==> config.mk <==
export PLATFORM = sky130hd
export DESIGN_NAME = ising_run_ctrl_flat
export DESIGN_NICKNAME = d
export VERILOG_FILES = /design/src/rtl/ising_run_ctrl_pkg.sv /design/src/rtl/ising_run_ctrl_if.sv /design/src/rtl/ising_run_counter.sv /design/src/rtl/ising_run_ctrl.sv /design/src/flat_wrapper.sv
export SDC_FILE = /design/constraint.sdc
export NUM_CORES = 1
export LEC_CHECK = 0
export CORE_MARGIN = 1
export CORE_UTILIZATION = 59
export DETAILED_ROUTE_END_ITERATION = 8
export PLACE_DENSITY_LB_ADDON = 0.1
export SYNTH_ARGS = -nofsm -noshare
export SYNTH_HDL_FRONTEND = slang
export SYNTH_SLANG_ARGS = --single-unit
==> constraint.sdc <==
create_clock -name clk -period 5.6 [get_ports clk]
set_input_delay 1.12 -clock clk [delete_from_list [all_inputs] [get_ports clk]]
set_output_delay 1.12 -clock clk [all_outputs]
set_load 0.05 [all_outputs]
==> src/rtl/ising_run_ctrl_pkg.sv <==
// Shared register map, CTRL bit positions and FSM encodings for the Ising
// anneal-run controller.
package ising_run_ctrl_pkg;

    localparam logic [1:0] REG_CTRL   = 2'd0;
    localparam logic [1:0] REG_SETTLE = 2'd1;
    localparam logic [1:0] REG_RUN    = 2'd2;
    localparam logic [1:0] REG_STATUS = 2'd3;

    localparam int CTRL_START_BIT    = 0;
    localparam int CTRL_ABORT_BIT    = 1;
    localparam int CTRL_CLR_DONE_BIT = 2;

    typedef enum logic [1:0] {
        ST_IDLE   = 2'd0,
        ST_SETTLE = 2'd1,
        ST_RUN    = 2'd2,
        ST_SAMPLE = 2'd3
    } run_state_e;

    // One-shot commands decoded from a single CTRL write.
    typedef struct packed {
        logic start;
        logic abort;
        logic clr_done;
    } ctrl_cmd_t;

    function automatic logic [31:0] pack_status(input logic        busy,
                                                input logic        done,
                                                input logic        aborted,
                                                input logic [15:0] runs);
        return {runs, 13'd0, aborted, done, busy};
    endfunction

endpackage

==> src/rtl/ising_run_ctrl_if.sv <==
// Register-slice bus between the AXI write/read front end and the run controller.
interface ising_run_ctrl_if;

    // Handshake: a write is taken on any clk edge where wready && wr_addr_match
    // (no back-pressure, the slave always accepts); rdata is a combinational
    // decode of rd_offset and is valid in the same cycle.
    logic        wready;
    logic        wr_addr_match;
    logic [1:0]  wr_offset;
    logic [31:0] wdata;
    logic [1:0]  rd_offset;
    logic [31:0] rdata;

    modport master (
        output wready,
        output wr_addr_match,
        output wr_offset,
        output wdata,
        output rd_offset,
        input  rdata
    );

    modport slave (
        input  wready,
        input  wr_addr_match,
        input  wr_offset,
        input  wdata,
        input  rd_offset,
        output rdata
    );

endinterface

==> src/rtl/ising_run_counter.sv <==
// Loadable down-counter shared by the settle and run phases; at_one_o flags
// the last cycle of the current phase.
module ising_run_counter #(
    parameter int CNT_W = 24
) (
    input  logic             clk,
    input  logic             rst_n,
    input  logic             load_i,
    input  logic [CNT_W-1:0] load_val_i,
    input  logic             en_i,
    output logic             at_one_o
);

    logic [CNT_W-1:0] cnt_q;
    logic [CNT_W-1:0] cnt_d;

    always_comb begin
        cnt_d = cnt_q;
        if (load_i) begin
            cnt_d = load_val_i;
        end else if (en_i) begin
            cnt_d = cnt_q - CNT_W'(1);
        end
    end

    always_ff @(posedge clk or negedge rst_n) begin
        if (!rst_n) begin
            cnt_q <= '0;
        end else begin
            cnt_q <= cnt_d;
        end
    end

    assign at_one_o = (cnt_q == CNT_W'(1));

endmodule

==> src/rtl/ising_run_ctrl.sv <==
// Sequences one anneal run: hold the array in reset while spins settle, release
// it for run_len cycles, strobe the samplers, then return to reset.
module ising_run_ctrl
    import ising_run_ctrl_pkg::*;
#(
    parameter int CNT_W  = 24,
    parameter int RUNS_W = 16
) (
    input  logic              clk,
    input  logic              axi_rstn,
    ising_run_ctrl_if.slave   bus,
    output logic              ising_rstn,
    output logic              sample_en,
    output logic              busy,
    output logic              done,
    output run_state_e        state_dbg
);

    run_state_e        state_q;
    logic              ising_rstn_q;
    logic              sample_en_q;
    logic              busy_q;
    logic              done_q;
    logic              aborted_q;
    logic [RUNS_W-1:0] run_count_q;
    logic [CNT_W-1:0]  settle_len_q;
    logic [CNT_W-1:0]  run_len_q;

    logic              wr_en;
    logic [CNT_W-1:0]  wr_len;
    ctrl_cmd_t         cmd;

    logic              cnt_load;
    logic [CNT_W-1:0]  cnt_load_val;
    logic              cnt_en;
    logic              cnt_at_one;

    logic              unused_wdata;

    assign wr_en  = bus.wready & bus.wr_addr_match;
    // A zero length would never reach at_one, so it is stored as 1.
    assign wr_len = (bus.wdata[CNT_W-1:0] == '0) ? CNT_W'(1) : bus.wdata[CNT_W-1:0];
    assign unused_wdata = ^{1'b0, bus.wdata};

    always_comb begin
        cmd = '0;
        if (wr_en && (bus.wr_offset == REG_CTRL)) begin
            cmd.abort    = bus.wdata[CTRL_ABORT_BIT];
            cmd.start    = bus.wdata[CTRL_START_BIT] & ~bus.wdata[CTRL_ABORT_BIT];
            cmd.clr_done = bus.wdata[CTRL_CLR_DONE_BIT];
        end
    end

    always_ff @(posedge clk or negedge axi_rstn) begin
        if (!axi_rstn) begin
            settle_len_q <= CNT_W'(1);
            run_len_q    <= CNT_W'(1);
        end else if (wr_en && !busy_q) begin
            case (bus.wr_offset)
                REG_SETTLE: settle_len_q <= wr_len;
                REG_RUN:    run_len_q    <= wr_len;
                default:    ;
            endcase
        end
    end

    // The counter is loaded with settle_len on START and reloaded with run_len
    // on the last settle cycle, so both phases dwell exactly their length.
    always_comb begin
        cnt_load     = 1'b0;
        cnt_load_val = settle_len_q;
        cnt_en       = 1'b0;
        case (state_q)
            ST_IDLE: cnt_load = cmd.start;
            ST_SETTLE: begin
                if (cnt_at_one) begin
                    cnt_load     = 1'b1;
                    cnt_load_val = run_len_q;
                end else begin
                    cnt_en = 1'b1;
                end
            end
            ST_RUN:  cnt_en = 1'b1;
            default: ;
        endcase
    end

    ising_run_counter #(
        .CNT_W (CNT_W)
    ) u_counter (
        .clk        (clk),
        .rst_n      (axi_rstn),
        .load_i     (cnt_load),
        .load_val_i (cnt_load_val),
        .en_i       (cnt_en),
        .at_one_o   (cnt_at_one)
    );

    always_ff @(posedge clk or negedge axi_rstn) begin
        if (!axi_rstn) begin
            state_q      <= ST_IDLE;
            ising_rstn_q <= 1'b0;
            sample_en_q  <= 1'b0;
            busy_q       <= 1'b0;
            done_q       <= 1'b0;
            aborted_q    <= 1'b0;
            run_count_q  <= '0;
        end else begin
            sample_en_q <= 1'b0;
            if (cmd.clr_done) begin
                done_q    <= 1'b0;
                aborted_q <= 1'b0;
            end
            if (cmd.abort && (state_q != ST_IDLE)) begin
                state_q      <= ST_IDLE;
                ising_rstn_q <= 1'b0;
                busy_q       <= 1'b0;
                aborted_q    <= 1'b1;
            end else begin
                case (state_q)
                    ST_IDLE: begin
                        if (cmd.start) begin
                            state_q   <= ST_SETTLE;
                            busy_q    <= 1'b1;
                            done_q    <= 1'b0;
                            aborted_q <= 1'b0;
                        end
                    end
                    ST_SETTLE: begin
                        if (cnt_at_one) begin
                            state_q      <= ST_RUN;
                            ising_rstn_q <= 1'b1;
                        end
                    end
                    ST_RUN: begin
                        if (cnt_at_one) begin
                            state_q     <= ST_SAMPLE;
                            sample_en_q <= 1'b1;
                        end
                    end
                    ST_SAMPLE: begin
                        state_q      <= ST_IDLE;
                        ising_rstn_q <= 1'b0;
                        busy_q       <= 1'b0;
                        done_q       <= 1'b1;
                        run_count_q  <= run_count_q + RUNS_W'(1);
                    end
                    default: state_q <= ST_IDLE;
                endcase
            end
        end
    end

    always_comb begin
        bus.rdata = '0;
        case (bus.rd_offset)
            REG_SETTLE: bus.rdata = 32'(settle_len_q);
            REG_RUN:    bus.rdata = 32'(run_len_q);
            REG_STATUS: bus.rdata = pack_status(busy_q, done_q, aborted_q, 16'(run_count_q));
            default:    bus.rdata = '0;
        endcase
    end

    assign ising_rstn = ising_rstn_q;
    assign sample_en  = sample_en_q;
    assign busy       = busy_q;
    assign done       = done_q;
    assign state_dbg  = state_q;

endmodule

==> src/flat_wrapper.sv <==
// flat-port wrapper written by rule: the top's interface ports become plain ports
module ising_run_ctrl_flat import ising_run_ctrl_pkg::*;
#(
    parameter int CNT_W  = 24,
    parameter int RUNS_W = 16
)
  (clk, axi_rstn, ising_rstn, sample_en, busy, done, state_dbg, bus_wready, bus_wr_addr_match, bus_wr_offset, bus_wdata, bus_rd_offset, bus_rdata);
  ising_run_ctrl_if bus_i ();
  input  logic clk;
  input  logic axi_rstn;
  output logic ising_rstn;
  output logic sample_en;
  output logic busy;
  output logic done;
  output run_state_e state_dbg;
  input wire logic [$bits(bus_i.wready)-1:0] bus_wready;
  input wire logic [$bits(bus_i.wr_addr_match)-1:0] bus_wr_addr_match;
  input wire logic [$bits(bus_i.wr_offset)-1:0] bus_wr_offset;
  input wire logic [$bits(bus_i.wdata)-1:0] bus_wdata;
  input wire logic [$bits(bus_i.rd_offset)-1:0] bus_rd_offset;
  output wire logic [$bits(bus_i.rdata)-1:0] bus_rdata;
  assign bus_i.wready = bus_wready;
  assign bus_i.wr_addr_match = bus_wr_addr_match;
  assign bus_i.wr_offset = bus_wr_offset;
  assign bus_i.wdata = bus_wdata;
  assign bus_i.rd_offset = bus_rd_offset;
  assign bus_rdata = bus_i.rdata;
  ising_run_ctrl #(.CNT_W(CNT_W), .RUNS_W(RUNS_W)) u_core (.clk(clk), .axi_rstn(axi_rstn), .bus(bus_i), .ising_rstn(ising_rstn), .sample_en(sample_en), .busy(busy), .done(done), .state_dbg(state_dbg));
endmodule
# --- Yosys cells after proc, flatten, opt, wreduce, memory -nomap -nowiden ---
# Index checks and enable logic that the tools add are counted.
word_totals:
  out_inout_bits: 38
  elab_cells: 77
  ff_bits: 95
classes:
  add_sub_neg: 2
  n_eq_ne: 12
  bitwise_logic: 4
  mux: 32
  n_reduce_logical: 17
op_table:
  columns: ["operator", "count"]
  rows:
  - ["24-bit 2-to-1 mux", 5]
  - ["32-bit one-hot mux with 3 select lines", 1]
  - ["24-bit by 1-bit equality test with 1-bit output, second input constant", 1]
  - ["24-bit zero test", 1]
  - ["24-bit by 1-bit subtractor with 24-bit output, second input constant", 1]
  - ["16-bit by 1-bit adder with 16-bit output, second input constant", 1]
  - ["1-bit 2-to-1 mux", 15]
  - ["2-bit equality test, second input constant", 5]
  - ["1-bit one-hot mux with 2 select lines", 5]
  - ["2-bit AND reduction", 5]
  - ["3-bit by 1-bit != test with 1-bit output, second input constant", 3]
  - ["2-bit 2-to-1 mux", 4]
  - ["2-bit one-hot mux with 4 select lines", 1]
  - ["2-bit by 1-bit equality test with 1-bit output, second input constant", 3]
  - ["3-bit nonzero test", 2]
  - ["2-bit zero test", 2]
  - ["2-bit nonzero test", 2]
  - ["1-bit logical AND", 3]
  - ["3-bit 2-to-1 mux", 1]
  - ["3-bit AND reduction", 1]
  - ["1-bit AND", 2]
  - ["1-bit inverter", 2]
  - ["1-bit zero test", 1]

# --- Logic depth before layout (Yosys ltp) ---
# Gate-level depths: netlist of run 1.
logic_depth:
  ltp_word: 7
  depth_mapped: 10
  ltp_nobuf: 8

# --- Cells and area by module ---
# From an unflattened synthesis of run 1, not the netlist that was laid out.
unflattened:
  hier_cells: 467
  hier_area_um2: 5177.5
modules_own_cells:
  columns: ["module", "n_inst", "area_each_um2", "seq_area_each_um2", "cells_each"]
  rows:
  - ["ising_run_ctrl", 1, 3792.4, 1779.2, 313]
  - ["ising_run_counter", 1, 1385.1, 600.6, 154]

# --- Worst setup path before layout of run 1 ---
# Ideal clock, no wire load.
synth_path:
  kind: "input -> output"
  startpoint: "input bus_rd_offset[1]"
  endpoint: "output bus_rdata[10]"
  path_buffers: 2
  slack_ns: 2.152
  path_stages: 4
  arrival_time_ns: 2.328
  path_cell_list: "clkbuf_1 > nor2b_1 > clkbuf_1 > a22o_1"
synth_between:
  elab_chain_cells: 2
  elab_cells_between_ends: 4
  classes_between: "3 x eq/ne; 1 x mux"
synth_lines:
  columns: ["item", "line_no", "text"]
  rows:
  - ["start: declaration", "flat_wrapper.sv:20", "input wire logic [$bits(bus_i.rd_offset)-1:0] bus_rd_offset;"]
  - ["2-bit equality test / 2-bit by 1-bit equality test with 1-bit output (equally long branches)", "ising_run_ctrl.sv:156", "case (bus.rd_offset)"]
  - ["32-bit one-hot mux with 3 select lines (*)", "ising_run_ctrl.sv:156", null]
  - ["end: declaration", "flat_wrapper.sv:21", "output wire logic [$bits(bus_i.rdata)-1:0] bus_rdata;"]
# Every way passes the cells marked *; elsewhere a longest branch is shown, timed or not.

# --- Final worst setup path of run 1 ---
layout_path:
  startpoint: "input bus_rd_offset[1]"
  endpoint: "output bus_rdata[26]"
# The elaborated chain is that of the path after synthesis.

==> results.json, run 1 <==
{
  "status": "completed",
  "setup-tns-final_ns": 0,
  "post_cts_resized": 0,
  "power.density_mw_per_mm2": 464.7,
  "final_util_pct": 74.46,
  "netlist_top_cells_area": "dfrtp_1 45%, mux2_2 13%, a22o_1 4.1%",
  "synth_seq_cells": 95,
  "drt_wl_total_um": 13850,
  "cts.path.max_buffers": 2,
  "final_hold_viol_count": 0,
  "grt_start_max_net_pins": 73,
  "crit_path_start_kind": "input port",
  "cts_buffers": 9,
  "max_slew.worst_pin.slew_ns": 0.9102,
  "layout.nets": 601,
  "crit_top_cell": "clkdlybuf4s50_1",
  "yosys.area_share.simple_pct": 17.21,
  "post-route-period-util_pct": 77.93,
  "finalNonFillerCells": 664,
  "row_count": 33,
  "drc": 0,
  "timing.hold.ws_ns": 0.4782,
  "io_buffer_count": 69,
  "fmax_mhz": 229.1,
  "grt_pass1_vias": 4241,
  "diodes": 0,
  "yosysWarnings": 0,
  "h-tree-depth": 3,
  "synth_compound_area_share_pct": 14.68,
  "ios": 78,
  "nFillCells": 613,
  "avgSynthCellArea_um2": 10.53,
  "worstPathArrival_ns": 3.24,
  "vias": 4361,
  "grt_antenna_before_repair": 0,
  "synth_top_family_by_area": "simple AND/OR/NAND/NOR gates",
  "wl_per_cell_um": 20.86,
  "synth_top_area_share_pct": 44.84,
  "reg2regPathDepth": 6,
  "syn_area_mm2": 0.005190,
  "cp_max_fo": 21,
  "core-area_mm2": 0.008382,
  "synth_ff_type": "dfrtp_1",
  "postCtsHoldBufs": 0,
  "cts_tree": "yes",
  "slowest_delay_ns": 1.05,
  "grt_overflow_total": 0,
  "yosysUniqueCellTypes": 61,
  "setup_viol": 0,
  "cts-root-buf": "clkbuf_8",
  "path_clk_slew_ns": 0.09,
  "clk_latency_ns": 0.36,
  "layout-drive-gt1-share_pct": 22.72,
  "cts_sinks": 95,
  "crit_type": "input port to primary output",
  "antenna_left": 0,
  "first_iter_violations": 390,
  "areaGrowthSynthToFinish_pct": 20.25,
  "fin_worst_skew_ns": 0.01613,
  "end_kind": "primary output",
  "cp_cell_sequence": "clkdlybuf4s50_1 -> and3_1 -> clkdlybuf4s50_1",
  "synth_nets": 540,
  "groute.usage.overall_pct": 32.51,
  "holdCritPathClass": "register to register",
  "dieArea_mm2": 0.009176,
  "finalMaxSlewViolations": 0,
  "cap_violations": 0,
  "dp_hpwl_um": 9544,
  "leakagePower_nw": 2.661,
  "cts_setup_buffers": 0,
  "yosys-mux-area-fraction_pct": 13.21,
  "syn_inst": 493,
  "yosysTopAreaCell": "dfrtp_1",
  "start_util_pct": 61.92,
  "async_flop_share_pct": 100.0,
  "gp_congestion": 0.8863,
  "viasPerCell": 6.568,
  "regArea_mm2": 0.002380,
  "multi_input_area_mm2": 0.002681,
  "min_path_cells": 1,
  "crit_slowest_cell": "clkdlybuf4s50_1",
  "yosysSeqAreaShare_pct": 45.85,
  "final.min_clock_period_ns": 4.364,
  "die_y_um": 95.79,
  "cp.required_ns": 4.48,
  "dp_cells": 648,
  "synth-xor-area-share_pct": 4.388,
  "rrSetupSlack_ns": 2.65,
  "slew_headroom_pct": 39.32,
  "rsz0062_at_grt": "false",
  "dr.pass1.iters": 5,
  "grt_pass1_wl_um": 22160,
  "worst_ir_drop_vdd_uv": 247.8,
  "synthAdderAreaFrac_pct": 1.688,
  "synth_edf_count": 0,
  "die_w_um": 95.79
}
==> where the power goes <==
| part | switching (mW) | internal (mW) |
|---|---|---|
| Clock | 0.247 | 0.207 |
| Combinational | 0.656 | 0.563 |
| Sequential | 0.266 | 0.960 |
| Total | 1.17 | 1.73 |
==> worst paths after layout <==
path | start | to
min | u_core.run_count_q[15]$_DFFE_PN0P_ | u_core.run_count_q[15]$_DFFE_PN0P_
min reg2reg | u_core.run_count_q[15]$_DFFE_PN0P_ | u_core.run_count_q[15]$_DFFE_PN0P_
max in group asynchronous | axi_rstn | u_core.u_counter.cnt_q[15]$_DFFE_PN0P_
min in group asynchronous | axi_rstn | u_core.state_dbg[1]$_DFFE_PN0P_
max reg2reg | u_core.u_counter.cnt_q[12]$_DFFE_PN0P_ | u_core.u_counter.cnt_q[7]$_DFFE_PN0P_
max | bus_rd_offset[1] | bus_rdata[26]
==> layer usage <==
metal	wire length [um]	part of all wire, %	global-route usage [%]
met1	6136	44	46.75
met2	6620	48	50.06
met3	832	6.0	4.581
met4	263	1.9	12.06
met5	0	0	0
==> per-stage QoR <==
stage / cell area [um^2] / power (mW) / worst slack, ns
finish: 6241 / 2.900 / 1.236
global route: 6241 / 3.047 / 1.148
CTS: 6241 / 2.896 / 1.247
detailed placement: 6047 / 2.443 / 1.284
global placement: 6047 / 2.393 / 1.294
floorplan: 5190 / 2.004 / 2.152
==> cell type report <==
class | instances | area share [%]
Tap cell | 105 | 2.105
Multi-Input combinational cell | 362 | 42.96
Clock inverter | 7 | 1.123
Timing Repair Buffer | 79 | 13.27
Clock buffer | 9 | 1.985
Inverter | 7 | 0.4210
Sequential cell | 95 | 38.13
==> registers in the layout (all words and copies together), names as in the netlist <==
signal                  cells
u_core.state_dbg            2
u_core.run_count_q         16
u_core.settle_len_q        24
u_core.busy                 1
u_core.done                 1
u_core.u_counter.cnt_q     24
u_core.aborted_q            1
u_core.ising_rstn           1
u_core.sample_en            1
u_core.run_len_q           24
==> synth_stat cells (3+ instances only) <==
| library cell | number |
|---|---|
| a21oi_1 | 21 |
| o21ai_0 | 24 |
| nor3_1 | 8 |
| nor2_1 | 25 |
| a31oi_1 | 4 |
| buf_2 | 3 |
| dfrtp_1 | 93 |
| o211ai_1 | 8 |
| nand4_1 | 8 |
| or3_1 | 12 |
| ha_1 | 7 |
| or4_1 | 4 |
| nand2_1 | 34 |
| xor2_1 | 10 |
| a22o_1 | 24 |
| mux2_2 | 60 |
| o32ai_1 | 3 |
| o21ai_1 | 3 |
| nor4_1 | 17 |
| inv_1 | 7 |
| a21o_1 | 3 |
| nand3_1 | 13 |
| clkbuf_1 | 24 |
| xnor2_1 | 16 |
| and3_1 | 12 |
==> worst max-delay path, delay by kind of cell <==
kind	cells	cell delay (ns)
buf+inv	2	1.86
simple gates	1	0.27
==> cell usage in the layout (no fill, tap or decap), types with 10 or more instances in the layout <==
master	instances
or3_1	12
clkdlybuf4s50_1	44
xnor2_1	16
mux2_2	60
and3_1	12
xor2_1	10
nand3_1	13
nor2_1	25
a22o_1	24
buf_4	25
a21oi_1	21
nand2_1	34
o21ai_0	24
nor4_1	15
dfrtp_1	93
buf_12	10
==> logic make-up (layout without fill, tap and decap cells) <==
logic type,count (synthesis),count (layout)
AND/OR/NAND/NOR,159,159
AO/OA/AOI/OAI,109,109
flip-flops,95,95
multiplexers,61,61
buffers and inverters,36,102
XOR/XNOR,26,26
adder cells (fa/ha/maj),7,7
(Power assumes the default switching activity.)
==> inputs of run 2 (changes only) <==
--- a/config.mk
+++ b/config.mk
@@ -6,7 +6,7 @@
 export NUM_CORES = 1
 export LEC_CHECK = 0
 export CORE_MARGIN = 1
-export CORE_UTILIZATION = 59
+export CORE_UTILIZATION = 49
 export DETAILED_ROUTE_END_ITERATION = 8
 export PLACE_DENSITY_LB_ADDON = 0.1
 export SYNTH_ARGS = -nofsm -noshare
==> constraint.sdc (replaced) <==
create_clock -name clk -period 3.9 [get_ports clk]
set_input_delay 0.78 -clock clk [delete_from_list [all_inputs] [get_ports clk]]
set_output_delay 0.78 -clock clk [all_outputs]
set_load 0.05 [all_outputs]
==> results.json, run 2 (synthesis gave the netlist of run 1 again) <==
{
  "status": "completed",
  "drt_wl_total_um": 14190,
  "grt_start_max_net_pins": 68,
  "power.density_mw_per_mm2": 670.1,
  "critPathLaunch": "bus_rd_offset[1]",
  "end_kind": "primary output",
  "cap_violations": 0,
  "wl_per_cell_um": 20.36,
  "gp_congestion": 0.8575,
  "groute.usage.overall_pct": 27.67,
  "cp_max_fo": 12,
  "layout-drive-gt1-share_pct": 24.06,
  "finalMaxSlewViolations": 0,
  "ios": 78,
  "cts_tree": "yes",
  "grt_antenna_before_repair": 0,
  "dpl_worst_slack_ns": 0.5543,
  "layout.nets": 603,
  "reg2regPathDepth": 6,
  "path_clk_slew_ns": 0.09,
  "cts-root-buf": "clkbuf_8",
  "cts_sinks": 95,
  "crit_path_start_kind": "input port",
  "layout_commonest_cell": "dfrtp_1",
  "grt_overflow_total": 0,
  "core-area_mm2": 0.01028,
  "slew_headroom_pct": 42.33,
  "slowest_delay_ns": 0.64,
  "rsz0062_at_grt": "false",
  "start_util_pct": 50.50,
  "dp_hpwl_um": 9870,
  "final_hold_viol_count": 0,
  "crit_type": "input port to primary output",
  "rr_startpoint": "u_core.u_counter.cnt_q[12]$_DFFE_PN0P_",
  "holdCritPathClass": "register to register",
  "drc": 0,
  "fmax_mhz": 308.9,
  "finalNonFillerCells": 697,
  "h-tree-depth": 3,
  "final.min_clock_period_ns": 3.237,
  "cts.path.max_buffers": 2,
  "dieArea_mm2": 0.01101,
  "max_slew.worst_pin.slew_ns": 0.8650,
  "viasPerCell": 6.056,
  "first_iter_violations": 197,
  "cp_cell_sequence": "clkdlybuf4s50_1 -> buf_4 -> mux2_2 -> a22o_1 -> buf_12",
  "dr.pass1.iters": 5,
  "fin_worst_skew_ns": 0.007645,
  "power_mw": 4.333,
  "io_buffer_count": 69,
  "post-route-period-util_pct": 83.00,
  "crit_slowest_cell": "clkdlybuf4s50_1",
  "cp.required_ns": 3.12,
  "timing.rr.end": "u_core.u_counter.cnt_q[7]$_DFFE_PN0P_",
  "row_count": 37,
  "grt_pass1_wl_um": 23250,
  "cts_setup_buffers": 0,
  "worst_ir_drop_vdd_uv": 325.4,
  "dp_cells": 681,
  "grt_pass1_vias": 4289,
  "final_cell_mix": "93 x dfrtp_1, 60 x mux2_2, 36 x clkdlybuf4s50_1",
  "clk_latency_ns": 0.38,
  "fin_ws_ns": 0.6630,
  "postCtsHoldBufs": 0,
  "setup.worst_path.end": "bus_rdata[18]",
  "areaGrowthSynthToFinish_pct": 24.59,
  "rrSetupSlack_ns": 0.99,
  "setup-tns-final_ns": 0,
  "die_y_um": 104.9,
  "vias": 4221,
  "antenna_left": 0,
  "post_cts_resized": 0,
  "setup_viol": 0,
  "worstPathArrival_ns": 2.46,
  "cts_buffers": 9,
  "die_w_um": 104.9,
  "diodes": 0,
  "leakagePower_nw": 2.738,
  "top_regs": "u_core.run_len_q x24, u_core.settle_len_q x24, u_core.u_counter.cnt_q x24"
}
[run 2: cell count changes in the layout (fill, tap and decap cells not counted), sizes merged]
| cell | previous run | this run |
|---|---|---|
| clkinv | 3 | 0 |
| inv | 9 | 7 |
| buf | 35 | 45 |
| clkdlybuf4s50 | 44 | 36 |
| clkbuf | 9 | 14 |
[run 2: worst min path at each step]
stage | end | depth (start not counted) | from | slack (ns)
6_report | u_core.run_count_q[15]$_DFFE_PN0P_ | 1 | u_core.run_count_q[15]$_DFFE_PN0P_ | 0.49
5_1_grt | u_core.run_count_q[14]$_DFFE_PN0P_ | 1 | u_core.run_count_q[14]$_DFFE_PN0P_ | 0.52
4_1_cts | u_core.run_count_q[15]$_DFFE_PN0P_ | 1 | u_core.run_count_q[15]$_DFFE_PN0P_ | 0.49
3_5_place_dp | u_core.run_count_q[15]$_DFFE_PN0P_ | 1 | u_core.run_count_q[15]$_DFFE_PN0P_ | 0.47
3_3_place_gp | u_core.run_count_q[15]$_DFFE_PN0P_ | 1 | u_core.run_count_q[15]$_DFFE_PN0P_ | 0.46
2_1_floorplan | u_core.run_count_q[15]$_DFFE_PN0P_ | 1 | u_core.run_count_q[15]$_DFFE_PN0P_ | 0.44
[run 2: layout make-up]
type | instances | area [um^2]
fillers | 892 | 3811
multi-input cells | 362 | 2681
flip-flops and latches | 95 | 2380
repair buffers | 81 | 998.5
clock buffers | 14 | 172.7
well taps | 136 | 170.2
clock inverters | 2 | 37.54
inverters | 7 | 26.28
[run 2: where the power goes]
part,switching (mW),internal [mW]
clock,0.351,0.350
combinational,0.965,0.912
sequential,0.376,1.38
total,1.69,2.64
[run 2: per-stage QoR]
step | hold WS (ns) | utilization (%) | area [um^2]
global route | 0.5205 | 62.92 | 6466
detailed placement | 0.4679 | 60.87 | 6256
finish | 0.4886 | 62.92 | 6466
floorplan | 0.4375 | - | 5190
global placement | 0.4563 | 60.87 | 6256
CTS | 0.4858 | 62.92 | 6466
[run 2: layer usage]
layer | global-route usage [%] | up-vias | wire length, um
met1 | 39.35 | 2112 | 6413
met2 | 43.90 | 121 | 6852
met3 | 4.242 | 15 | 732
met5 | 0 | - | 0
li1 | - | 1973 | -
met4 | 7.746 | 0 | 192
[run 2: worst max-delay path: cells and delay by family]
family / cells / cell delay, ns
buffers and inverters: 3 / 1.08
multiplexers: 1 / 0.35
AO/OA/AOI/OAI: 1 / 0.23
